### src/rtl/cache_addr_sequencer_if.sv
// Request/beat handshake bundle for the cache address sequencer.
// slave: the sequencer side; master: the request source and beat consumer.
interface cache_addr_sequencer_if #(
  parameter int ADDR_W   = 32,
  parameter int SET_W    = 2,
  parameter int OFFSET_W = 2
);
  localparam int TAG_W = ADDR_W - SET_W - OFFSET_W;

  logic                in_valid;
  logic                in_ready;
  logic [ADDR_W-1:0]   in_addr;
  logic                in_burst;
  logic                out_valid;
  logic                out_ready;
  logic [TAG_W-1:0]    out_tag;
  logic [SET_W-1:0]    out_set;
  logic [OFFSET_W-1:0] out_offset;
  logic                out_first;
  logic                out_last;
  logic                busy;

  modport slave (
    input  in_valid,
    input  in_addr,
    input  in_burst,
    input  out_ready,
    output in_ready,
    output out_valid,
    output out_tag,
    output out_set,
    output out_offset,
    output out_first,
    output out_last,
    output busy
  );

  modport master (
    output in_valid,
    output in_addr,
    output in_burst,
    output out_ready,
    input  in_ready,
    input  out_valid,
    input  out_tag,
    input  out_set,
    input  out_offset,
    input  out_first,
    input  out_last,
    input  busy
  );
endinterface

### src/rtl/cache_addr_sequencer.sv
// Splits request addresses into tag/set/offset beats; bursts expand
// into a critical-word-first line refill with wrapping offsets.
module cache_addr_sequencer #(
  parameter int ADDR_W   = 32,
  parameter int SET_W    = 2,
  parameter int OFFSET_W = 2
) (
  input logic                  clk,
  input logic                  rst_n,
  cache_addr_sequencer_if.slave bus
);
  localparam int TAG_W = ADDR_W - SET_W - OFFSET_W;

  localparam logic [OFFSET_W:0] LINE_BEATS =
    {1'b1, {OFFSET_W{1'b0}}};
  localparam logic [OFFSET_W:0] ONE_BEAT =
    {{OFFSET_W{1'b0}}, 1'b1};

  typedef enum logic {
    IDLE,
    EMIT
  } state_e;

  state_e              state_q, state_d;
  logic [TAG_W-1:0]    tag_q, tag_d;
  logic [SET_W-1:0]    set_q, set_d;
  logic [OFFSET_W-1:0] off_q, off_d;
  logic                first_q, first_d;
  logic [OFFSET_W:0]   rem_q, rem_d;

  logic emit;
  logic last;
  logic ready;
  logic accept;
  logic advance;

  // rem_q counts beats still owed, including the one on the bus
  assign emit    = (state_q == EMIT);
  assign last    = emit && (rem_q == ONE_BEAT);
  assign ready   = !emit || (bus.out_ready && last);
  assign accept  = bus.in_valid && ready;
  assign advance = emit && bus.out_ready;

  assign bus.in_ready   = ready;
  assign bus.out_valid  = emit;
  assign bus.out_tag    = tag_q;
  assign bus.out_set    = set_q;
  assign bus.out_offset = off_q;
  assign bus.out_first  = emit && first_q;
  assign bus.out_last   = last;
  assign bus.busy       = emit && !last;

  always_comb begin
    state_d = state_q;
    tag_d   = tag_q;
    set_d   = set_q;
    off_d   = off_q;
    first_d = first_q;
    rem_d   = rem_q;
    unique case (1'b1)
      accept: begin
        state_d = EMIT;
        tag_d   = bus.in_addr[ADDR_W-1 -: TAG_W];
        set_d   = bus.in_addr[OFFSET_W +: SET_W];
        off_d   = bus.in_addr[OFFSET_W-1:0];
        first_d = 1'b1;
        rem_d   = bus.in_burst ? LINE_BEATS
                               : ONE_BEAT;
      end
      (advance && last && !bus.in_valid): begin
        state_d = IDLE;
      end
      (advance && !last): begin
        off_d   = off_q + 1'b1;
        first_d = 1'b0;
        rem_d   = rem_q - ONE_BEAT;
      end
      default: begin
      end
    endcase
  end

  always_ff @(posedge clk or negedge rst_n) begin
    if (!rst_n) begin
      state_q <= IDLE;
      tag_q   <= '0;
      set_q   <= '0;
      off_q   <= '0;
      first_q <= 1'b0;
      rem_q   <= '0;
    end else begin
      state_q <= state_d;
      tag_q   <= tag_d;
      set_q   <= set_d;
      off_q   <= off_d;
      first_q <= first_d;
      rem_q   <= rem_d;
    end
  end
endmodule
### src/flat_wrapper.sv
// flat-port wrapper written by rule: the top's interface ports become plain ports
module cache_addr_sequencer_flat 
#(
  parameter int ADDR_W   = 32,
  parameter int SET_W    = 2,
  parameter int OFFSET_W = 2
)
  (clk, rst_n, bus_in_valid, bus_in_addr, bus_in_burst, bus_out_ready, bus_in_ready, bus_out_valid, bus_out_tag, bus_out_set, bus_out_offset, bus_out_first, bus_out_last, bus_busy);
  cache_addr_sequencer_if #(.ADDR_W(ADDR_W), .SET_W(SET_W), .OFFSET_W(OFFSET_W)) bus_i ();
  input logic clk;
  input logic rst_n;
  input wire logic [$bits(bus_i.in_valid)-1:0] bus_in_valid;
  input wire logic [$bits(bus_i.in_addr)-1:0] bus_in_addr;
  input wire logic [$bits(bus_i.in_burst)-1:0] bus_in_burst;
  input wire logic [$bits(bus_i.out_ready)-1:0] bus_out_ready;
  output wire logic [$bits(bus_i.in_ready)-1:0] bus_in_ready;
  output wire logic [$bits(bus_i.out_valid)-1:0] bus_out_valid;
  output wire logic [$bits(bus_i.out_tag)-1:0] bus_out_tag;
  output wire logic [$bits(bus_i.out_set)-1:0] bus_out_set;
  output wire logic [$bits(bus_i.out_offset)-1:0] bus_out_offset;
  output wire logic [$bits(bus_i.out_first)-1:0] bus_out_first;
  output wire logic [$bits(bus_i.out_last)-1:0] bus_out_last;
  output wire logic [$bits(bus_i.busy)-1:0] bus_busy;
  assign bus_i.in_valid = bus_in_valid;
  assign bus_i.in_addr = bus_in_addr;
  assign bus_i.in_burst = bus_in_burst;
  assign bus_i.out_ready = bus_out_ready;
  assign bus_in_ready = bus_i.in_ready;
  assign bus_out_valid = bus_i.out_valid;
  assign bus_out_tag = bus_i.out_tag;
  assign bus_out_set = bus_i.out_set;
  assign bus_out_offset = bus_i.out_offset;
  assign bus_out_first = bus_i.out_first;
  assign bus_out_last = bus_i.out_last;
  assign bus_busy = bus_i.busy;
  cache_addr_sequencer #(.ADDR_W(ADDR_W), .SET_W(SET_W), .OFFSET_W(OFFSET_W)) u_core (.clk(clk), .rst_n(rst_n), .bus(bus_i));
endmodule
### config.mk
export PLATFORM = sky130hd
export DESIGN_NAME = cache_addr_sequencer_flat
export DESIGN_NICKNAME = d
export VERILOG_FILES = /design/src/rtl/cache_addr_sequencer_if.sv /design/src/rtl/cache_addr_sequencer.sv /design/src/flat_wrapper.sv
export SDC_FILE = /design/constraint.sdc
export NUM_CORES = 1
export LEC_CHECK = 0
export CAP_MARGIN = 20
export CORE_MARGIN = 4
export CORE_UTILIZATION = 25
export DETAILED_ROUTE_END_ITERATION = 8
export DONT_BUFFER_PORTS = 1
export HOLD_SLACK_MARGIN = 0.12
export PLACE_DENSITY = 0.36
export RECOVER_POWER = 25
export SETUP_SLACK_MARGIN = 0.1
export SYNTH_ARGS = -nofsm -noshare
export SYNTH_HDL_FRONTEND = slang
export SYNTH_SLANG_ARGS = --single-unit
### constraint.sdc
create_clock -name clk -period 2.07 [get_ports clk]
set_input_delay 0 -clock clk [delete_from_list [all_inputs] [get_ports clk]]
set_output_delay 0 -clock clk [all_outputs]
set_load 0.005 [all_outputs]
[Word-level counts from Yosys, hierarchy flattened]
Cells that the tools add are included.
Widths: inputs -> output; s select.
Word-level totals
  output and inout port bits: 37
  bits in registers: 37
  bits of input ports: 37
  word-level logic and storage cells: 29
Cells by class
  muxes and demuxes: 5
  reduce and logical (&&, ||, !) cells: 15
  equal/unequal tests: 1
  add/sub/neg operators: 2
Operators by type and width (count)
  $logic_and 1x1->1: 9
  $pmux 3 s2: 1
  $pmux 1 s2: 2
  $pmux 2 s2: 1
  $reduce_bool 2->1: 2
  $eq 3x1->1 const B: 1
  $logic_not 1->1: 3
  $mux 3: 1
  $sub 3x1->3 const B: 1
  $add 2x1->2 const B: 1
  $logic_or 1x1->1: 1

[Depth between registers and ports, before layout]
  word-level depth: 6
  gate-level depth with buffers: 7
  mapped depth without buffers: 6

[Least setup slack after synthesis]
No wires, ideal clock.
  kind: register to register
  start point: register u_core.rem_q[1]
  end point: register u_core.off_q[1] (netlist: u_core.bus.out_offset[1])
  cell stages (with the launch flop): 8
  required time: 1.931 ns
  path buffers: 1
  arrival: 1.291 ns
  clock period less this slack: 1.430 ns
  path slack: 0.640 ns
  library setup time: 0.139 ns
  path through: dfrtp_1 inv_1 ha_1 nand2b_4 and3_1 buf_4 a211oi_1 a311oi_1
On the way
  longest elaborated chain between the ends: 6
  elaborated cells on any way between the ends: 9
  those cells by class: eq/ne (1); mux (1); reduce/logical (7)
Ends and longest elaborated chain
  start, declared: RTL line cache_addr_sequencer.sv:29  | logic [OFFSET_W:0] rem_q, rem_d;
  start signal, assigned: RTL line cache_addr_sequencer.sv:97  | rem_q <= rem_d;
  $eq 3x1->1 (*): RTL line cache_addr_sequencer.sv:39  | assign last = emit && (rem_q == ONE_BEAT);
  $logic_and 1x1->1 (*): RTL line cache_addr_sequencer.sv:39
  $logic_and 1x1->1: RTL line cache_addr_sequencer.sv:40  | assign ready = !emit || (bus.out_ready && last);
  $logic_or 1x1->1: RTL line cache_addr_sequencer.sv:40
  $logic_and 1x1->1: RTL line cache_addr_sequencer.sv:41  | assign accept = bus.in_valid && ready;
  $pmux 2 s2 or $reduce_bool 2->1 (tied branches)
  end signal, assigned: RTL line cache_addr_sequencer.sv:88  | off_q <= '0;
  end signal, assigned: RTL line cache_addr_sequencer.sv:95  | off_q <= off_d;
  end, declared: RTL line cache_addr_sequencer.sv:27  | logic [OFFSET_W-1:0] off_q, off_d;
Every way passes the cells marked *; elsewhere a longest branch is shown, timed or not.
A chain may end at the register's enable or synchronous reset.

[Worst setup path in the final report]
  start point: register u_core.rem_q[0]
  end point: register u_core.tag_q[1] (netlist: u_core.bus.out_tag[1])
On the way
  longest elaborated chain between the ends: 5
Ends and longest elaborated chain
  $eq 3x1->1: RTL line cache_addr_sequencer.sv:39
  $logic_and 1x1->1: RTL line cache_addr_sequencer.sv:39
  $logic_and 1x1->1: RTL line cache_addr_sequencer.sv:40
  $logic_or 1x1->1: RTL line cache_addr_sequencer.sv:40
  $logic_and 1x1->1: RTL line cache_addr_sequencer.sv:41
  end signal, assigned: RTL line cache_addr_sequencer.sv:93  | tag_q <= tag_d;
  end, declared: RTL line cache_addr_sequencer.sv:25  | logic [TAG_W-1:0] tag_q, tag_d;
No other way between the ends.

==> results.md <==
Min path:
- The worst hold path endpoint is u_core.rem_q[0]$_DFFE_PN0P_.
- The startpoint of the tightest hold check path is bus_in_burst.
- Counting instances, the worst hold path has a depth of 4.
- The class of the tightest hold or removal check is input port to flop.

Detailed routing:
- The routed layout has 1,304 vias.
- Using the TritonRoute via totals, the vias-per-cell ratio works out to 4.50.
- In the routed design, unresolved DRC markers number 0.
- The first-pass iteration count of the detailed router is 4.
- In the final routed layout, each cell accounts on average for about 14 um.
- The wire length reported by the detailed router is around 4100 um.
- Once detail routing completed, the nets flagged for antenna violations numbered 0.
- The detailed router finished its first iteration with between 40 and 50 violations.

Layout:
- The multi-input logic area is ~600 sq um.
- The sequential cell area is ~930 sq um.
- The most common cell after layout, fill and taps aside is sky130_fd_sc_hd__nand2_1.
- The number of antenna diodes is 0.
- Of the cells placed in the final design, the portion with a size suffix greater than 1 is 0.0744.
- Counting the fill cells in the layout gives about 610.
- The net total in the final layout is 254.
- Leaving out fill and tap cells, the most frequent cells in the layout are 94 x sky130_fd_sc_hd__nand2_1, 37 x sky130_fd_sc_hd__dfrtp_1, 36 x sky130_fd_sc_hd__dlygate4sd3_1, 6 x sky130_fd_sc_hd__clkbuf_8, 5 x sky130_fd_sc_hd__nor2_1.
- The area growth from synthesis to layout is 32.9%.

Run:
- The reported max-cap violation count is 0.

Timing:
- Setup violations remaining at the end of the flow were counted as 0.
- The worst pin sits at a relative slew slack of 0.388.
- Setup repair after global routing left no endpoint under its margin.
- For the final database, setup skew stands at 0.00396 ns.
- The number of failing hold endpoints at the final stage was 0.
- Timing would allow up to 593 MHz.
- Summed over all failing endpoints, the final setup total negative slack is 0 ns.
- Of the available clock period, the critical path in the final layout requires 0.815.
- For the pin with the worst max-slew slack, the measured transition is just over 0.9 ns.
- The worst path in the final design needs a cycle of 1.69 ns, including I/O delays and setup.
- The max-slew violation count was 0.

Setup path:
- The number of buffers and inverters on the critical path is 1.
- Measured in cells, the most critical reg-to-reg path has a length of 6.
- Data on the critical path is required at its endpoint by 2.29 ns.
- The signal on the critical path passes through ha_1 > nand2b_4 > a2bb2oi_4 > buf_4 > nand2_1 > nand2_1.
- Data on the critical path arrives at its endpoint at 1.90 ns.
- In this run the critical register-to-register path is launched from u_core.rem_q[0]$_DFFE_PN0P_.
- The cell repeated most along the worst path is sky130_fd_sc_hd__nand2_1.
- Among cell families on the critical path, the largest total delay comes from flip-flops.
- The capturing element type of the critical path is a flop.
- The worst setup path is launched from a flop.
- On the worst path, the slowest cell contributes a delay of about 0.4 ns.
- In this run the worst path has a maximum fanout of 20.
- The endpoint identified for the worst register-to-register timing path is u_core.bus.out_tag[1]$_DFFE_PN0P_.
- Among all stages on the critical path, the largest delay is contributed by sky130_fd_sc_hd__dfrtp_1.
- The minimum setup slack among reg-to-reg paths is 0.38 ns.
- The worst setup path is of the flop to flop kind.
- The critical path crosses 6 cells after its start point.

Synth:
- Yosys printed 0 warnings.
- The count of unique library cells instantiated by Yosys is 27.
- The netlist area before placement is between 0.0015 and 0.002 sq mm.
- The number of nets handed over by synthesis was roughly 210.
- The xor and xnor area share after synthesis is 0.
- The number of flops mapped to enable cells by yosys is 0.
- Counting flops with an async set or reset pin after synthesis yields a share of 1.00.
- The portion of synthesized area spent on multiplexers is 0.00630.
- Synthesis handed over a netlist of between 150 and 200 instances.
- Dividing the synthesized area by the synthesized cell count gives approximately 9.1 sq um.
- Of the total synthesized cell area, the portion taken by AND, OR, NAND and NOR gates is 0.269.
- The predominant post-synthesis flop cell is sky130_fd_sc_hd__dfrtp_1.
- The number of flip-flops and latches in the synthesized netlist is 37.
- The fraction of the mapped netlist area in adder cells is 0.0157.
- By area, the combinational part of the netlist is dominated by simple AND/OR/NAND/NOR gates.
- The post-synthesis compound-gate area fraction was 0.0858.
- The part of the Yosys area used for sequential elements is 0.583.

Power and ir drop:
- The design draws around 2.6 mW.
- The peak supply drop is between 0.5 and 0.6 mV.
- The total power per unit cell area is roughly 1200 mW/mm^2.
- In this run the static leakage power is between 1 and 1.5 nW.

Die:
- The number of placement rows is 28.
- The core area is around 0.0061 sq mm.
- The horizontal extent of the die is between 80 and 90 um.
- The initial core utilization is 0.262.
- The die covers roughly 0.0077 sq mm.
- The die height is 87.7 um.
- The top-level port count is 74.

Placement:
- The quantity of I/O buffers inserted on ports is 0.
- The total half-perimeter wirelength after legalization and detailed placement is 2860 um.
- Routability-driven placement finished with a final weighted congestion of approximately 0.73.

Global routing:
- Entering global routing, the biggest net connects 38 pins.
- The global-route total usage across every layer is 0.112.
- The total overflow reported by the global router is 0.
- The initial antenna violation count came to 0.
- The first-pass GRT wire length is 6710 um.
- The via count of the first global-routing pass is 1,451.

Clock network:
- The clock tree synthesis step divided the H-tree into 2 levels.
- The number of clock buffers added by TritonCTS is 5.
- The tree is rooted in a sky130_fd_sc_hd__clkbuf_8.
- The clock tree from TritonCTS is done.
- The clock network latency to the later pin of the worst-skew pair is 0.27 ns.
- CTS saw 37 sinks.
- After clock tree synthesis, the clock-pin slew on the worst setup and hold paths is approximately 0.070 ns.
- The maximum clock insertion buffer count is 2.

Run status:
- The run finished with clean final reports.
==> synth_stat cells, types with 2 or more instances <==
library cell / n / area [sq um]
sky130_fd_sc_hd__o21ai_0: 2 / 10.0
sky130_fd_sc_hd__nand2_1: 94 / 353
sky130_fd_sc_hd__a211oi_1: 3 / 22.5
sky130_fd_sc_hd__buf_2: 3 / 15.0
sky130_fd_sc_hd__inv_2: 2 / 7.51
sky130_fd_sc_hd__a2bb2oi_1: 2 / 17.5
sky130_fd_sc_hd__dfrtp_1: 37 / 926
sky130_fd_sc_hd__inv_1: 3 / 11.3
sky130_fd_sc_hd__a21oi_1: 2 / 10.0
sky130_fd_sc_hd__a311oi_1: 2 / 17.5
sky130_fd_sc_hd__ha_1: 2 / 25.0
sky130_fd_sc_hd__buf_4: 4 / 30.0
sky130_fd_sc_hd__nor2_1: 5 / 18.8
==> power breakdown <==
part           switching [mW]  internal (mW)  leakage [nW]
registers               0.306           1.06         0.453
logic                   0.406          0.326         0.549
clock network           0.227          0.264        0.0443
==> through the flow <==
stage,util,instance area [sq um],std cells,worst slack (ns),hold slack [ns]
3_5_place_dp,0.274,1660,246,0.365,-0.294
4_1_cts,0.351,2130,290,0.344,0.122
5_1_grt,0.348,2110,290,0.226,0.179
3_3_place_gp,0.274,1660,246,0.449,-0.294
6_report,0.348,2110,290,0.383,0.144
2_1_floorplan,-,1590,175,0.640,-0.296
==> how the worst max path moves through the flow <==
| stage | from | slack (ns) | endpoint |
|---|---|---|---|
| floorplan | u_core.rem_q[1]$_DFFE_PN0P_ | 0.64 | u_core.bus.out_offset[1]$_DFFE_PN0P_ |
| global placement | u_core.rem_q[0]$_DFFE_PN0P_ | 0.45 | u_core.bus.out_tag[4]$_DFFE_PN0P_ |
| detailed placement | u_core.rem_q[0]$_DFFE_PN0P_ | 0.37 | u_core.bus.out_tag[4]$_DFFE_PN0P_ |
| CTS | u_core.rem_q[0]$_DFFE_PN0P_ | 0.34 | u_core.bus.out_tag[4]$_DFFE_PN0P_ |
| global route | u_core.rem_q[1]$_DFFE_PN0P_ | 0.23 | u_core.bus.out_tag[27]$_DFFE_PN0P_ |
| finish | u_core.rem_q[0]$_DFFE_PN0P_ | 0.38 | u_core.bus.out_tag[1]$_DFFE_PN0P_ |
==> what timing repair did <==
item | CTS | global route
hold buffers | 37 | 0
setup buffers | 0 | 0
endpoints found under the hold margin | 74 | 0
resized for setup | 0 | 0
==> flip-flops by register name, summed over array words and instances, names as in the netlist <==
register,cells
u_core.bus.out_offset,2
u_core.bus.out_set,2
u_core.first_q,1
u_core.rem_q,3
u_core.bus.out_valid,1
u_core.bus.out_tag,28
==> cell families (layout without fill, tap and decap cells) <==
logic type | after synthesis | in the layout
compound gates | 16 | 16
flops | 37 | 37
fa+ha+maj | 2 | 2
buf+inv | 12 | 52
mux | 1 | 1
simple gates | 107 | 107
==> metal layers <==
metal,routed length (um),GRT usage,vias to the layer above
li1,-,-,633
met1,1600,0.119,608
met2,2140,0.203,61
met3,364,0.0433,2
met4,17,0.0321,0
met5,0,0,-
==> worst min-delay path, cell delays in order <==
cell,delay (ns)
sky130_fd_sc_hd__nand2b_1,0.10
sky130_fd_sc_hd__a2bb2oi_1,0.06
sky130_fd_sc_hd__o22ai_1,0.16
sky130_fd_sc_hd__a31oi_1,0.06
==> final cells by class <==
type / instances / area share
Clock buffer: 7 / 0.0409
Inverter: 5 / 0.00889
Multi-Input combinational cell: 126 / 0.284
Sequential cell: 37 / 0.438
Tap cell: 75 / 0.0444
Timing Repair Buffer: 40 / 0.184
(Power assumes the default switching activity.)
